[src/rtl/apb_cfg_slave.sv]
// apb_cfg_slave: APB configuration completer with wait states, CTRL/STATUS registers
// and double-buffered filter coefficients (shadow bank written over APB, active bank seen by the filter).
module apb_cfg_slave #(
  parameter int ADDR_WIDTH  = 32,
  parameter int DATA_WIDTH  = 32,
  parameter int NUM_COEF    = 16,
  parameter int COEF_W      = 16,
  parameter int WAIT_CYCLES = 1
) (
  input  logic                        PCLK,
  input  logic                        PRESETn,
  input  logic                        PSEL,
  input  logic                        PENABLE,
  input  logic                        PWRITE,
  input  logic [ADDR_WIDTH-1:0]       PADDR,
  input  logic [DATA_WIDTH-1:0]       PWDATA,
  output logic [DATA_WIDTH-1:0]       PRDATA,
  output logic                        PREADY,
  output logic                        PSLVERR,
  output logic                        filt_en,
  output logic                        bypass,
  input  logic [$clog2(NUM_COEF)-1:0] coef_raddr,
  output logic [COEF_W-1:0]           coef_rdata,
  output logic                        coef_update
);
  localparam int IW = $clog2(NUM_COEF);
  localparam logic [1:0] IDLE = 2'd0, WAIT = 2'd1, DONE = 2'd2;
  logic [1:0] state;
  logic [3:0] wait_cnt;
  logic [COEF_W-1:0] shadow [NUM_COEF];
  logic [COEF_W-1:0] active [NUM_COEF];
  logic [7:0] commit_cnt;
  logic err_sticky, commit_pend;
  logic [11:0] off, coef_off;
  logic [IW-1:0] coef_idx;
  logic is_ctrl, is_stat, is_coef, err, wr_ok, unused;
  logic [DATA_WIDTH-1:0] rdata;

  always_comb begin
    off        = PADDR[11:0];
    coef_off   = off - 12'h040;
    coef_idx   = coef_off[IW+1:2];
    is_ctrl    = off == 12'h000;
    is_stat    = off == 12'h004;
    is_coef    = off[1:0] == 2'b00 && off >= 12'h040 && int'(coef_off) < 4 * NUM_COEF;
    err        = (PADDR >> 12) != '0 || !(is_ctrl || is_stat || is_coef);
    PREADY     = state == WAIT && wait_cnt == 4'd0 && PSEL && PENABLE;
    PSLVERR    = PREADY && err;
    wr_ok      = PREADY && PWRITE && !err;
    rdata      = is_ctrl ? DATA_WIDTH'({bypass, filt_en}) :
                 is_stat ? DATA_WIDTH'({err_sticky, commit_cnt}) :
                           DATA_WIDTH'(shadow[coef_idx]);
    PRDATA     = (PREADY && !PWRITE && !err) ? rdata : '0;
    coef_rdata = int'(coef_raddr) < NUM_COEF ? active[coef_raddr] : '0;
    unused     = ^{PWDATA, coef_off};
  end

  // A setup phase is accepted from any state, which covers back-to-back transfers out of DONE.
  always_ff @(posedge PCLK or negedge PRESETn)
    if (!PRESETn) begin
      state    <= IDLE;
      wait_cnt <= '0;
    end else if (PSEL && !PENABLE) begin
      state    <= WAIT;
      wait_cnt <= 4'(WAIT_CYCLES);
    end else if (state == WAIT) begin
      state    <= !PSEL ? IDLE : (PENABLE && wait_cnt == 4'd0) ? DONE : WAIT;
      wait_cnt <= (PSEL && PENABLE && wait_cnt != 4'd0) ? wait_cnt - 4'd1 : wait_cnt;
    end else
      state <= IDLE;

  // COMMIT is latched on the write edge and the bank copy happens one edge later.
  always_ff @(posedge PCLK or negedge PRESETn)
    if (!PRESETn) begin
      filt_en     <= 1'b0;
      bypass      <= 1'b0;
      coef_update <= 1'b0;
      commit_pend <= 1'b0;
      commit_cnt  <= '0;
      err_sticky  <= 1'b0;
      for (int i = 0; i < NUM_COEF; i++) begin
        shadow[i] <= '0;
        active[i] <= '0;
      end
    end else begin
      commit_pend <= wr_ok && is_ctrl && PWDATA[2];
      coef_update <= commit_pend;
      commit_cnt  <= commit_pend ? commit_cnt + 8'd1 : commit_cnt;
      err_sticky  <= PSLVERR ? 1'b1 : (wr_ok && is_stat && PWDATA[8]) ? 1'b0 : err_sticky;
      if (wr_ok && is_ctrl) {bypass, filt_en} <= PWDATA[1:0];
      if (wr_ok && is_coef) shadow[coef_idx] <= PWDATA[COEF_W-1:0];
      if (commit_pend) active <= shadow;
    end
endmodule

[config.mk]
export PLATFORM = sky130hd
export DESIGN_NAME = apb_cfg_slave
export DESIGN_NICKNAME = d
export VERILOG_FILES = /design/src/rtl/apb_cfg_slave.sv
export SDC_FILE = /design/constraint.sdc
export NUM_CORES = 1
export LEC_CHECK = 0
export CORE_MARGIN = 10
export CORE_UTILIZATION = 30
export DETAILED_ROUTE_END_ITERATION = 6
export PLACE_DENSITY = 0.54
export SLEW_MARGIN = 30
export SYNTH_ARGS = -nofsm -noshare
export SYNTH_HDL_FRONTEND = slang
export SYNTH_SLANG_ARGS = --single-unit
[constraint.sdc]
create_clock -name PCLK -period 3.71 [get_ports PCLK]
set_input_delay 0.742 -clock PCLK [delete_from_list [all_inputs] [get_ports PCLK]]
set_output_delay 0.742 -clock PCLK [all_outputs]
set_load 0.01 [all_outputs]
==> flow_metrics.env <==
export IMPL_vias=13573
export IMPL_grt_ovfl_total=0
export IMPL_yosys_register_bits=531
export IMPL_fin_skew_ps=21.5
export IMPL_die_y_um=306
export IMPL_grt_use_total=0.142
export IMPL_design_die_area_um2=93700
export IMPL_cts_tree="yes"
export IMPL_final_cell_mix="dfrtp_1 (530), mux2_2 (446), mux4_2 (151)"
export IMPL_dpl_cell_area_um2=27500
export IMPL_crit_slowest_cell="mux4_2"
export IMPL_min_period_ps=3640
export IMPL_crit_path_end_kind="output pin"
export IMPL_ant_nets=0
export IMPL_worst_path_most_repeated_cell="mux4_2"
export IMPL_grt_pass1_wl_um=101000
export IMPL_layout_drive_gt1_share=0.546
export IMPL_dieWidth_um=306
export IMPL_status="complete, no violations"
export IMPL_start_util=0.304
export IMPL_place_gp_congestion=0.768
export IMPL_critPathBufInv=3
export IMPL_final_area_um2=29300
export IMPL_initialDrtViolationCount=717
export IMPL_cts_sinks=531
export IMPL_p_leak_nw=14.1
export IMPL_diodes=0
export IMPL_final_nets=1698
export IMPL_netlist_instances=1479
export IMPL_area_growth_pct=19.4
export IMPL_cp_top_family="multiplexers"
export IMPL_crit_fanout=24
export IMPL_timing_fmax_ghz=0.275
export IMPL_syn_mean_instance_area_um2=16.6
export IMPL_mostFrequentLayoutCell="dfrtp_1"
export IMPL_synth_cell_type_count=50
export IMPL_ys_flop_type="dfrtp_1"
export IMPL_postSynth_asyncResetShare=1.00
export IMPL_arrival_ps=2900
export IMPL_slew_headroom=0.333
export IMPL_cts_made_buffers=54
export IMPL_synth_edf_count=0
export IMPL_clk_latency_ps=610
export IMPL_netlist_area_um2=24600
export IMPL_yosys_warnings=0
export IMPL_grt_max_degree=82
export IMPL_routed_wl_um=66500
export IMPL_antenna_found_initial=2
export IMPL_vdd_ir_drop_max_mv=0.376
export IMPL_cts_max_level=2
export IMPL_fin_setup_tns_ps=0
export IMPL_std_cell_rows=104
export IMPL_io_buffers=93
export IMPL_slowest_delay_ps=620
export IMPL_power_density_nw_per_um2=412
export IMPL_critPathLaunchType="input port"
export IMPL_drcViolationCount=0
export IMPL_coreArea_um2=80800
export IMPL_ios=126
export IMPL_clock_path_buffers=3
export IMPL_drv_cap=0
export IMPL_crit_required_ps=2970
export IMPL_clockRootBuffer="clkbuf_16"
export IMPL_maxSlewViolCount=0
export IMPL_path_cells="buf_4 -> buf_12 -> mux4_2 -> mux4_2 -> clkdlybuf4s50_1"
export IMPL_worst_slew_pin_slew_ps=998
export IMPL_wl_per_cell_um=24.4
export IMPL_fin_crit_sh=0.981
export IMPL_criticalPathCategory="in -> out"
export IMPL_drt_vias_per_instance=4.99
export IMPL_ff2ff_setup_slack_ps=660
export IMPL_cts_hold_buf=0
export IMPL_ys_seq_area_frac=0.541
export IMPL_hpwl_um=42800
export IMPL_grt_pass1_vias=14808
export IMPL_hold_viol=0
export IMPL_finalSetupViolCount=0
export IMPL_min_path_type="in -> async"
export IMPL_clkSlewWorstSetupHoldPaths_ps=60
export IMPL_firstDrtPassIters=5
Yosys cell counts (all sizes together) (2+ instances only):
library cell / count / share of area
a21oi: 6 / 0.0012
and2: 3 / 0.00076
and3: 7 / 0.0018
buf: 69 / 0.017
clkbuf: 56 / 0.0086
dfrtp: 531 / 0.54
ha: 3 / 0.0015
inv: 6 / 0.00092
mux2: 518 / 0.25
mux2i: 14 / 0.0057
mux4: 151 / 0.14
nand2: 23 / 0.0035
nand2b: 2 / 0.00051
nand3: 14 / 0.0076
nand4: 5 / 0.0019
nand4b: 2 / 0.0013
nor2: 15 / 0.0023
nor2b: 8 / 0.0020
nor3: 4 / 0.00082
nor4: 8 / 0.0026
o2111a: 7 / 0.0032
o211ai: 2 / 0.00061
or3: 3 / 0.00076
or4: 2 / 0.00076
xnor2: 4 / 0.0014
xor2: 5 / 0.0018
power by group:
| part | switching, mW | total [mW] | leakage [nW] | internal (mW) |
|---|---|---|---|---|
| clock | 2.30 | 5.61 | 0.886 | 3.32 |
| combinational | 0.387 | 0.617 | 5.76 | 0.230 |
| sequential | 0.0270 | 5.84 | 7.41 | 5.82 |
| total | 2.71 | 12.1 | 14.1 | 9.36 |
logic make-up (layout without fill, tap and decap cells):
logic type / Yosys count / count (layout) / synth area share
AOI/OAI and AO/OA: 20 / 20 / 0.00642
xor gates and xnor gates: 9 / 9 / 0.00321
adders and majority gates: 3 / 3 / 0.00153
buffers and inverters: 131 / 299 / 0.0265
DFF: 531 / 531 / 0.541
muxes: 683 / 683 / 0.392
other: 1 / 16 / 0.000153
and+or+nand+nor: 101 / 101 / 0.0285
through the flow:
step | hold slack, ps | total power, mW | setup WS (ps) | utilization | instances
2_1_floorplan | 352 | 6.19 | 234 | - | 1494
3_3_place_gp | 484 | 6.56 | -429 | 0.340 | 2622
3_5_place_dp | 491 | 6.57 | -423 | 0.340 | 2622
4_1_cts | 132 | 12.2 | 0.826 | 0.363 | 2718
5_1_grt | 159 | 12.5 | -22.1 | 0.363 | 2722
6_report | 123 | 12.1 | 70.0 | 0.363 | 2722
final timing paths:
kind	start	to	cells after the start
min in group PCLK	active[99]	active[99]	1
worst max register to register	wait_cnt[0]	shadow[235]	11
max in group asynchronous	PRESETn	active[138]	3
worst max-delay path	coef_raddr[0]	coef_rdata[6]	5
worst min-delay path	PRESETn	active[144]	1
worst min register to register	active[99]	active[99]	1
registers in the layout, indices dropped and copies added, names as in the netlist, 2 cells and up:
signal and count:
active 256, commit_cnt 8, state 2, shadow 256
wait_cnt 4
metal layers:
| metal | GRT usage | up-vias | share of wire |
|---|---|---|---|
| met2 | 0.237 | 212 | 0.49 |
| met1 | 0.188 | 7449 | 0.45 |
| met4 | 0.0384 | 2 | 0.023 |
| li1 | - | 5817 | - |
| met3 | 0.0250 | 93 | 0.036 |
| met5 | 0 | - | 0.00020 |
layout make-up:
cell class                      count  area [um2]
Timing Repair Buffer              197        2160
Sequential cell                   531       13300
Inverter                            6        22.5
Clock inverter                     15         211
Tap cell                         1060        1330
Clock buffer                       81        1600
Fill cell                        7589       51500
Multi-Input combinational cell    832       10700
what timing repair did:
action | in CTS | in global routing
endpoints found under the setup margin | 17 | 16
setup buffers | 0 | 4
cloned | 0 | 0
resized for setup | 54 | 23
pin swaps | 2 | 7
(Power assumes the default switching activity.)
